--- config.mk ---
export PLATFORM = sky130hd
export DESIGN_NAME = axi_wbuf_queue
export DESIGN_NICKNAME = d
export VERILOG_FILES = /design/src/rtl/axi_wbuf_queue.sv
export SDC_FILE = /design/constraint.sdc
export NUM_CORES = 1
export LEC_CHECK = 0
export CAP_MARGIN = 0
export CORE_AREA = 2 2 463 465
export DETAILED_ROUTE_END_ITERATION = 6
export DIE_AREA = 0 0 465 467
export PLACE_DENSITY = 0.43
export SYNTH_ARGS = -nofsm -noshare
export SYNTH_HDL_FRONTEND = slang
export SYNTH_SLANG_ARGS = --single-unit
--- constraint.sdc ---
create_clock -name clk -period 24.9 [get_ports clk]
set_clock_uncertainty 0.1 [all_clocks]
set_input_delay 4.98 -clock clk [delete_from_list [all_inputs] [get_ports clk]]
set_output_delay 4.98 -clock clk [all_outputs]
set_load 0.02 [all_outputs]
--- src/rtl/axi_wbuf_queue.sv ---
// Write-back buffer: DEPTH-entry line FIFO drained oldest-first as AXI INCR bursts.
// Define WBUF_FORWARD_EN to build the queued-line lookup used by the refill path.
module axi_wbuf_queue #(
  parameter int ADDR_W = 32,
  parameter int LINE_W = 512,
  parameter int DATA_W = 32,
  parameter int DEPTH  = 2
) (
  input  logic                  clk,
  input  logic                  rstn,
  input  logic                  push_valid,
  output logic                  push_ready,
  input  logic [ADDR_W-1:0]     push_addr,
  input  logic [LINE_W-1:0]     push_line,
  output logic                  awvalid,
  input  logic                  awready,
  output logic [ADDR_W-1:0]     awaddr,
  output logic [7:0]            awlen,
  output logic [2:0]            awsize,
  output logic [1:0]            awburst,
  output logic                  wvalid,
  input  logic                  wready,
  output logic [DATA_W-1:0]     wdata,
  output logic [DATA_W/8-1:0]   wstrb,
  output logic                  wlast,
  input  logic                  bvalid,
  output logic                  bready,
  input  logic [1:0]            bresp,
  output logic                  empty,
  output logic                  full,
  output logic                  wr_err,
  input  logic [ADDR_W-1:0]     lk_addr,
  output logic                  lk_hit,
  output logic [LINE_W-1:0]     lk_line
);
  localparam int BEATS = LINE_W / DATA_W;
  localparam int PTR_W = $clog2(DEPTH);
  localparam int CNT_W = PTR_W + 1;
  localparam int OFF_W = $clog2(LINE_W / 8);
  localparam logic [ADDR_W-1:0] LINE_MASK = {ADDR_W{1'b1}} << OFF_W;

  typedef enum logic [1:0] {IDLE = 2'd0, ADDR = 2'd1, DATA = 2'd2, RESP = 2'd3} state_t;

  state_t             state_r;
  logic [PTR_W-1:0]   head_r, tail_r;
  logic [CNT_W-1:0]   count_r;
  logic [7:0]         beat_r;
  logic               awvalid_r, wvalid_r, wlast_r, bready_r, wr_err_r;
  logic [ADDR_W-1:0]  addr_mem [DEPTH];
  logic [LINE_W-1:0]  line_mem [DEPTH];
  logic               push_fire_s, pop_fire_s, empty_s, full_s, more_s;

  assign empty_s     = (count_r == CNT_W'(0));
  assign full_s      = (count_r == CNT_W'(DEPTH));
  assign push_fire_s = push_valid && !full_s;
  assign pop_fire_s  = bvalid && bready_r;
  // Entries left once the head is popped, counting a push landing in the same cycle.
  assign more_s      = (count_r != CNT_W'(1)) || push_fire_s;

  // Line storage: written at tail on push, intentionally not reset.
  always_ff @(posedge clk) begin
    if (push_fire_s) begin
      addr_mem[tail_r] <= push_addr;
      line_mem[tail_r] <= push_line;
    end
  end

  // FIFO pointers and occupancy.
  always_ff @(posedge clk or negedge rstn) begin
    if (!rstn) begin
      head_r  <= PTR_W'(0);
      tail_r  <= PTR_W'(0);
      count_r <= CNT_W'(0);
    end else begin
      if (push_fire_s) tail_r <= tail_r + PTR_W'(1);
      if (pop_fire_s)  head_r <= head_r + PTR_W'(1);
      case ({push_fire_s, pop_fire_s})
        2'b10:   count_r <= count_r + CNT_W'(1);
        2'b01:   count_r <= count_r - CNT_W'(1);
        default: count_r <= count_r;
      endcase
    end
  end

  // Drain FSM with registered handshake outputs.
  always_ff @(posedge clk or negedge rstn) begin
    if (!rstn) begin
      state_r   <= IDLE;
      awvalid_r <= 1'b0;
      wvalid_r  <= 1'b0;
      wlast_r   <= 1'b0;
      bready_r  <= 1'b0;
      wr_err_r  <= 1'b0;
      beat_r    <= 8'd0;
    end else begin
      wr_err_r <= pop_fire_s && (bresp != 2'b00);
      case (state_r)
        IDLE: begin
          if (!empty_s) begin
            state_r   <= ADDR;
            awvalid_r <= 1'b1;
          end
        end
        ADDR: begin
          if (awready) begin
            state_r   <= DATA;
            awvalid_r <= 1'b0;
            wvalid_r  <= 1'b1;
            beat_r    <= 8'd0;
            wlast_r   <= (BEATS == 1);
          end
        end
        DATA: begin
          if (wready) begin
            if (wlast_r) begin
              state_r  <= RESP;
              wvalid_r <= 1'b0;
              wlast_r  <= 1'b0;
              bready_r <= 1'b1;
            end else begin
              beat_r  <= beat_r + 8'd1;
              wlast_r <= (beat_r == 8'(BEATS - 2));
            end
          end
        end
        RESP: begin
          if (bvalid) begin
            bready_r <= 1'b0;
            if (more_s) begin
              state_r   <= ADDR;
              awvalid_r <= 1'b1;
            end else begin
              state_r <= IDLE;
            end
          end
        end
        default: begin
          state_r   <= IDLE;
          awvalid_r <= 1'b0;
          wvalid_r  <= 1'b0;
          wlast_r   <= 1'b0;
          bready_r  <= 1'b0;
        end
      endcase
    end
  end

  assign push_ready = !full_s;
  assign empty      = empty_s;
  assign full       = full_s;
  assign awvalid    = awvalid_r;
  assign wvalid     = wvalid_r;
  assign wlast      = wlast_r;
  assign bready     = bready_r;
  assign wr_err     = wr_err_r;
  assign awaddr     = awvalid_r ? (addr_mem[head_r] & LINE_MASK) : {ADDR_W{1'b0}};
  assign wdata      = wvalid_r ? line_mem[head_r][beat_r*DATA_W +: DATA_W] : {DATA_W{1'b0}};
  assign awlen      = 8'(BEATS - 1);
  assign awsize     = 3'($clog2(DATA_W / 8));
  assign awburst    = 2'b01;
  assign wstrb      = {(DATA_W/8){1'b1}};

`ifdef WBUF_FORWARD_EN
  logic                 hit_s;
  logic [LINE_W-1:0]    line_s;
  logic [PTR_W-1:0]     idx_s;

  // Scan oldest to youngest so the youngest matching entry is the one left standing.
  always_comb begin
    hit_s  = 1'b0;
    line_s = {LINE_W{1'b0}};
    idx_s  = head_r;
    for (int k = 0; k < DEPTH; k++) begin
      idx_s = head_r + PTR_W'(k);
      if ((CNT_W'(k) < count_r) &&
          ((addr_mem[idx_s] & LINE_MASK) == (lk_addr & LINE_MASK))) begin
        hit_s  = 1'b1;
        line_s = line_mem[idx_s];
      end else begin
        hit_s  = hit_s;
        line_s = line_s;
      end
    end
  end

  assign lk_hit  = hit_s;
  assign lk_line = line_s;
`else
  logic unused_lk_s;
  assign unused_lk_s = ^lk_addr;
  assign lk_hit      = 1'b0;
  assign lk_line     = {LINE_W{1'b0}};
`endif

endmodule

After elaboration in Yosys (flattened, before gate mapping)
Memory sizes are Yosys's and may differ from the RTL's. Cells that the tools add are included.

Bits of input ports: 584. Memories: 2. Bits in writable memories: 1088. Bits in registers: 19. Output and inout bits: 602.

Reduce and logical (&&, ||, !) cells: 18. Equality and inequality tests: 15. Add/subtract/negate cells: 5. Mux-type cells: 32. Shift-type cells: 1.

Memory list: line_mem (depth 2, width 512, rd ports 1, clocked after memory_dff 0, write ports 1, RTL line 50) `logic [LINE_W-1:0] line_mem [DEPTH];`; addr_mem (depth 2, width 32, rd ports 1, clocked after memory_dff 0, write ports 1, RTL line 49) `logic [ADDR_W-1:0] addr_mem [DEPTH];`.

Operators by type and width (count): $shiftx A512 B14 Y32 (1); $mux W32 (2); $mux W8 (3); $pmux W8 S2 (1); $mux W1 (15); $ne A2 B2 Y1 const B (7); $reduce_and A4 Y1 (3); $mux W2 (5); $reduce_and A5 Y1 (2); $add A8 B1 Y8 const B (1); $eq A2 B2 Y1 const B (4); $eq A8 B4 Y1 const B (1); $pmux W2 S4 (1); $reduce_bool A2 Y1 (4); $pmux W1 S2 (3); $eq A2 B1 Y1 const B (2); $logic_not A2 Y1 (2); $pmux W2 S2 (1); $logic_and A1 B1 Y1 (3); $pmux W1 S3 (1); $reduce_and A3 Y1 (1); $reduce_bool A3 Y1 (1); $add A1 B1 Y1 const B (2); $add A2 B1 Y2 const B (1); other kinds (4) (4).

Logic depth before layout (Yosys ltp)
Depth after elaboration: 7. Gate-level depth with buffers: 8. Gate-level depth less buffers: 6.

Least setup slack after synthesis
Ideal clock, no wire load.

Kind: input port to flip-flop. Start: input push_valid. End: memory addr_mem[0][10] (enable). Arrival time: 27.360 ns. Stages: 2. Setup slack: -4.015 ns. Data required time: 23.345 ns. Setup time: 1.455 ns. Cells stage by stage: nand2b_1 > nor2_1.

Longest elaborated chain between the ends: 3.

Ends and longest elaborated chain: start, declared (RTL line 11) `input logic push_valid,`; $logic_and A1 B1 Y1 (RTL line 55) `assign push_fire_s = push_valid && !full_s;`; $mux W1 (RTL line 62) `if (push_fire_s) begin`; $mux W1 (implied by the code) (RTL line 63) `addr_mem[tail_r] <= push_addr;`; end, declared (RTL line 49).

Every way passes these cells.

Worst setup path in the final report
Start: register head_r. End: output wdata[2].

Longest elaborated chain between the ends: 3.

Ends and longest elaborated chain: start, declared (RTL line 45) `logic [PTR_W-1:0] head_r, tail_r;`; start signal, assigned (RTL line 76) `if (pop_fire_s) head_r <= head_r + PTR_W'(1);`; $mem_v2 Z2 W512; $shiftx A512 B14 Y32 (RTL line 157) `assign wdata = wvalid_r ? line_mem[head_r][beat_r*DATA_W +: DATA_W] : {DATA_W{1'b0}};`; $mux W32 (RTL line 157); end, declared (RTL line 23) `output logic [DATA_W-1:0] wdata,`.

Every way passes these cells.

==> metrics <==
crit-path max FO=100; Worst Min Path Start=count_r[0]; vias=24,400; PD cells=94.9 nW/µm²; Setup CP Type=register to output pin; unrepaired setup endpoints after global routing=no; maximum clock rate=0.0884 GHz; port bufs=611; CTS tree=yes; DIE AREA=217,000 µm²; Worst setup SP type=register; CTS Buffer Depth=3; CTS Buf Count=116; Final ANT Viol Nets=0; top cell type's share of synthesized area=69.1%; Routed wire per std cell=22.6 µm; Synth area leaders=edfxtp_1 (69%), buf_4 (9.1%), mux2i_1 (8.8%), a22oi_1 (3.1%), mux4_1 (2.5%); final period demand of the worst path=11,310 ps; clk sinks=1,095; Root Buffer=clkbuf_16; drt total wl=143,000 µm; Rows=169; vias in the first global route=23,600; io pins=1,186; Synth cell types=45; total power after layout=5.48 mW; initial antenna violation count=126; final worst-path cycle share=45.4%; Hold Crit Endpoint=count_r[0]; metal3 WL=10,600 µm; H-tree levels=3; most frequent cells in the layout=edfxtp_1 (1,076), clkdlybuf4s50_1 (611), conb_1 (536); DP HPWL=99,200 µm; setup repair bufs after CTS=0; commonest non-fill, non-tap cell in the layout=edfxtp_1; Layout area overhead=23.5%; Synth area leader=edfxtp_1; reg2reg setup slack=19,670 ps; Min-Delay Path Class=register to register; final weighted congestion in routability-driven placement=0.732; largest net degree at the start of global routing=123; metal2 WL=75,100 µm; RR Startpoint=count_r[0]; Clk Latency, worst-skew pair=740 ps; Fin Hold WS=407 ps; syn avg cell area=17.0 µm²; 1st-iter DRT viols=1,338; top sig layer=met5; CP Data Required Time=19,820 ps; Slew Limit Fails=0; Die Ht=467 µm; maxcap violations=0; flop and latch count out of synthesis=1,095; Initial Util=22.1%; Metal-1 WL=51,900 µm; Via density=3.84; final hold violations=0; Final Setup Violations=0; Worst slew margin=29.7%; share of cells above drive strength 1=7.27%; Post-Synthesis Cells=2,751; FF-to-FF End=line_mem[1][296]; total number of yosys warnings=0; Overflow after GRT=0; Final Net Count=3,984; Fin Setup TNS=0 ps; status=complete, no violations; Resized Gates After CTS=0; Seq/Total Area, Yosys=70.1%; GRT Util Overall=12.6%; DRT Pass-1 Iters=5; leakage power=18.6 nW; WP data arrival=6230 ps; Max VDD drop=94.1 µV; Remaining DRCs=0; clk slew on worst S/H paths=60 ps; cts-stage hold buffer count=0; Worst setup EP type=output pin; cell count of the worst hold path=1; first-pass GRT wire length=190,000 µm; core area=212,000 µm²; Chip Width=465 µm; Worst Max-Slew Pin Slew=1050 ps; Cell Area, Synth=46,800 µm²; R2R cell count=8
## final cells by class
class	instances	area (µm²)
tap	2821	3530
fill	21400	154000
inverter	13	48.8
antenna	38	95.1
sequential	1095	32800
timing repair buffer	647	6460
clock inverter	59	613
multi-input combinational	1515	11200
clock buffer	153	3040
## routing by layer
layer | global-route usage [%] | vias up
met4 | 4.84 | 68
met2 | 22.8 | 948
met3 | 4.09 | 317
li1 | - | 10900
met1 | 13.4 | 12100
met5 | 0 | -
## cells by family after synthesis
| group | count (synthesis) | share of synthesized area [%] |
|---|---|---|
| AOI/OAI and AO/OA | 217 | 3.48 |
| xor gates and xnor gates | 9 | 0.169 |
| adders and majority gates | 12 | 0.321 |
| buffers and inverters | 675 | 10.4 |
| DFF | 1095 | 70.1 |
| muxes | 509 | 13.0 |
| other | 2 | 0.0161 |
| and+or+nand+nor | 232 | 2.45 |
## critical path, stage by stage (launching register included)
cell and delay, ps:
dfrtp_4 1000, buf_4 740, buf_12 570, buf_4 900, mux2i_1 200, a22oi_1 360, nand3_1 350, nand4_1 220
clkdlybuf4s50_1 780
## synth_stat cells
cell	instances
or4_1	1
nor2b_1	2
o21ai_0	4
clkbuf_1	35
mux2i_1	412
buf_1	4
mux2_2	33
nand2b_4	1
clkinv_1	2
clkbuf_2	1
mux4_1	44
a2111oi_0	4
conb_1	2
o31ai_1	2
a21bo_2	2
dfrtp_1	19
or3_1	2
buf_4	569
clkbuf_4	1
buf_2	33
nor4_1	1
xnor2_1	9
buf_8	1
nand2_1	45
a211oi_1	3
buf_6	18
nor3b_2	1
inv_1	11
and3_1	1
o2111ai_1	1
a22o_1	3
nand4_1	33
nand2b_1	3
mux4_2	20
or3b_4	1
or2_2	1
a21oi_1	2
nor3_2	2
edfxtp_1	1076
ha_1	12
and2_1	1
nor2_1	39
a22oi_1	192
a21o_1	4
nand3_1	98
## power by group
part	total (mW)	internal (mW)	switching, mW
registers	2.59	2.51	0.0827
logic	1.21	0.378	0.828
clock network	1.68	0.943	0.736
## metrics by stage
step,utilization [%],cells,instance area [µm²],setup slack (ps)
after floorplan,-,3285,48800,5120
after global placement,25.5,6091,54000,14080
after detailed placement,25.5,6091,54000,14090
after CTS,27.2,6303,57700,13250
after global routing,27.3,6315,57700,13210
final,27.3,6341,57800,13590
## state kept, by name (all words and copies together) (netlist names)
signal and cells:
wr_err 1, wlast 1, beat_r 8, line_mem 1024, count_r 2, addr_mem 52, tail_r 1, awvalid 1
head_r 1, wvalid 1, state_r 2, bready 1
## worst max path at each step
| stage | from | to | slack [ps] | cells after the start |
|---|---|---|---|---|
| floorplan | push_valid | addr_mem[0][10] | 5120 | 2 |
| global placement | head_r | wdata[22] | 14080 | 8 |
| detailed placement | head_r | wdata[22] | 14090 | 8 |
| CTS | head_r | wdata[22] | 13250 | 8 |
| global route | head_r | wdata[22] | 13210 | 8 |
| finish | head_r | wdata[2] | 13590 | 8 |
(Power assumes the default switching activity.)
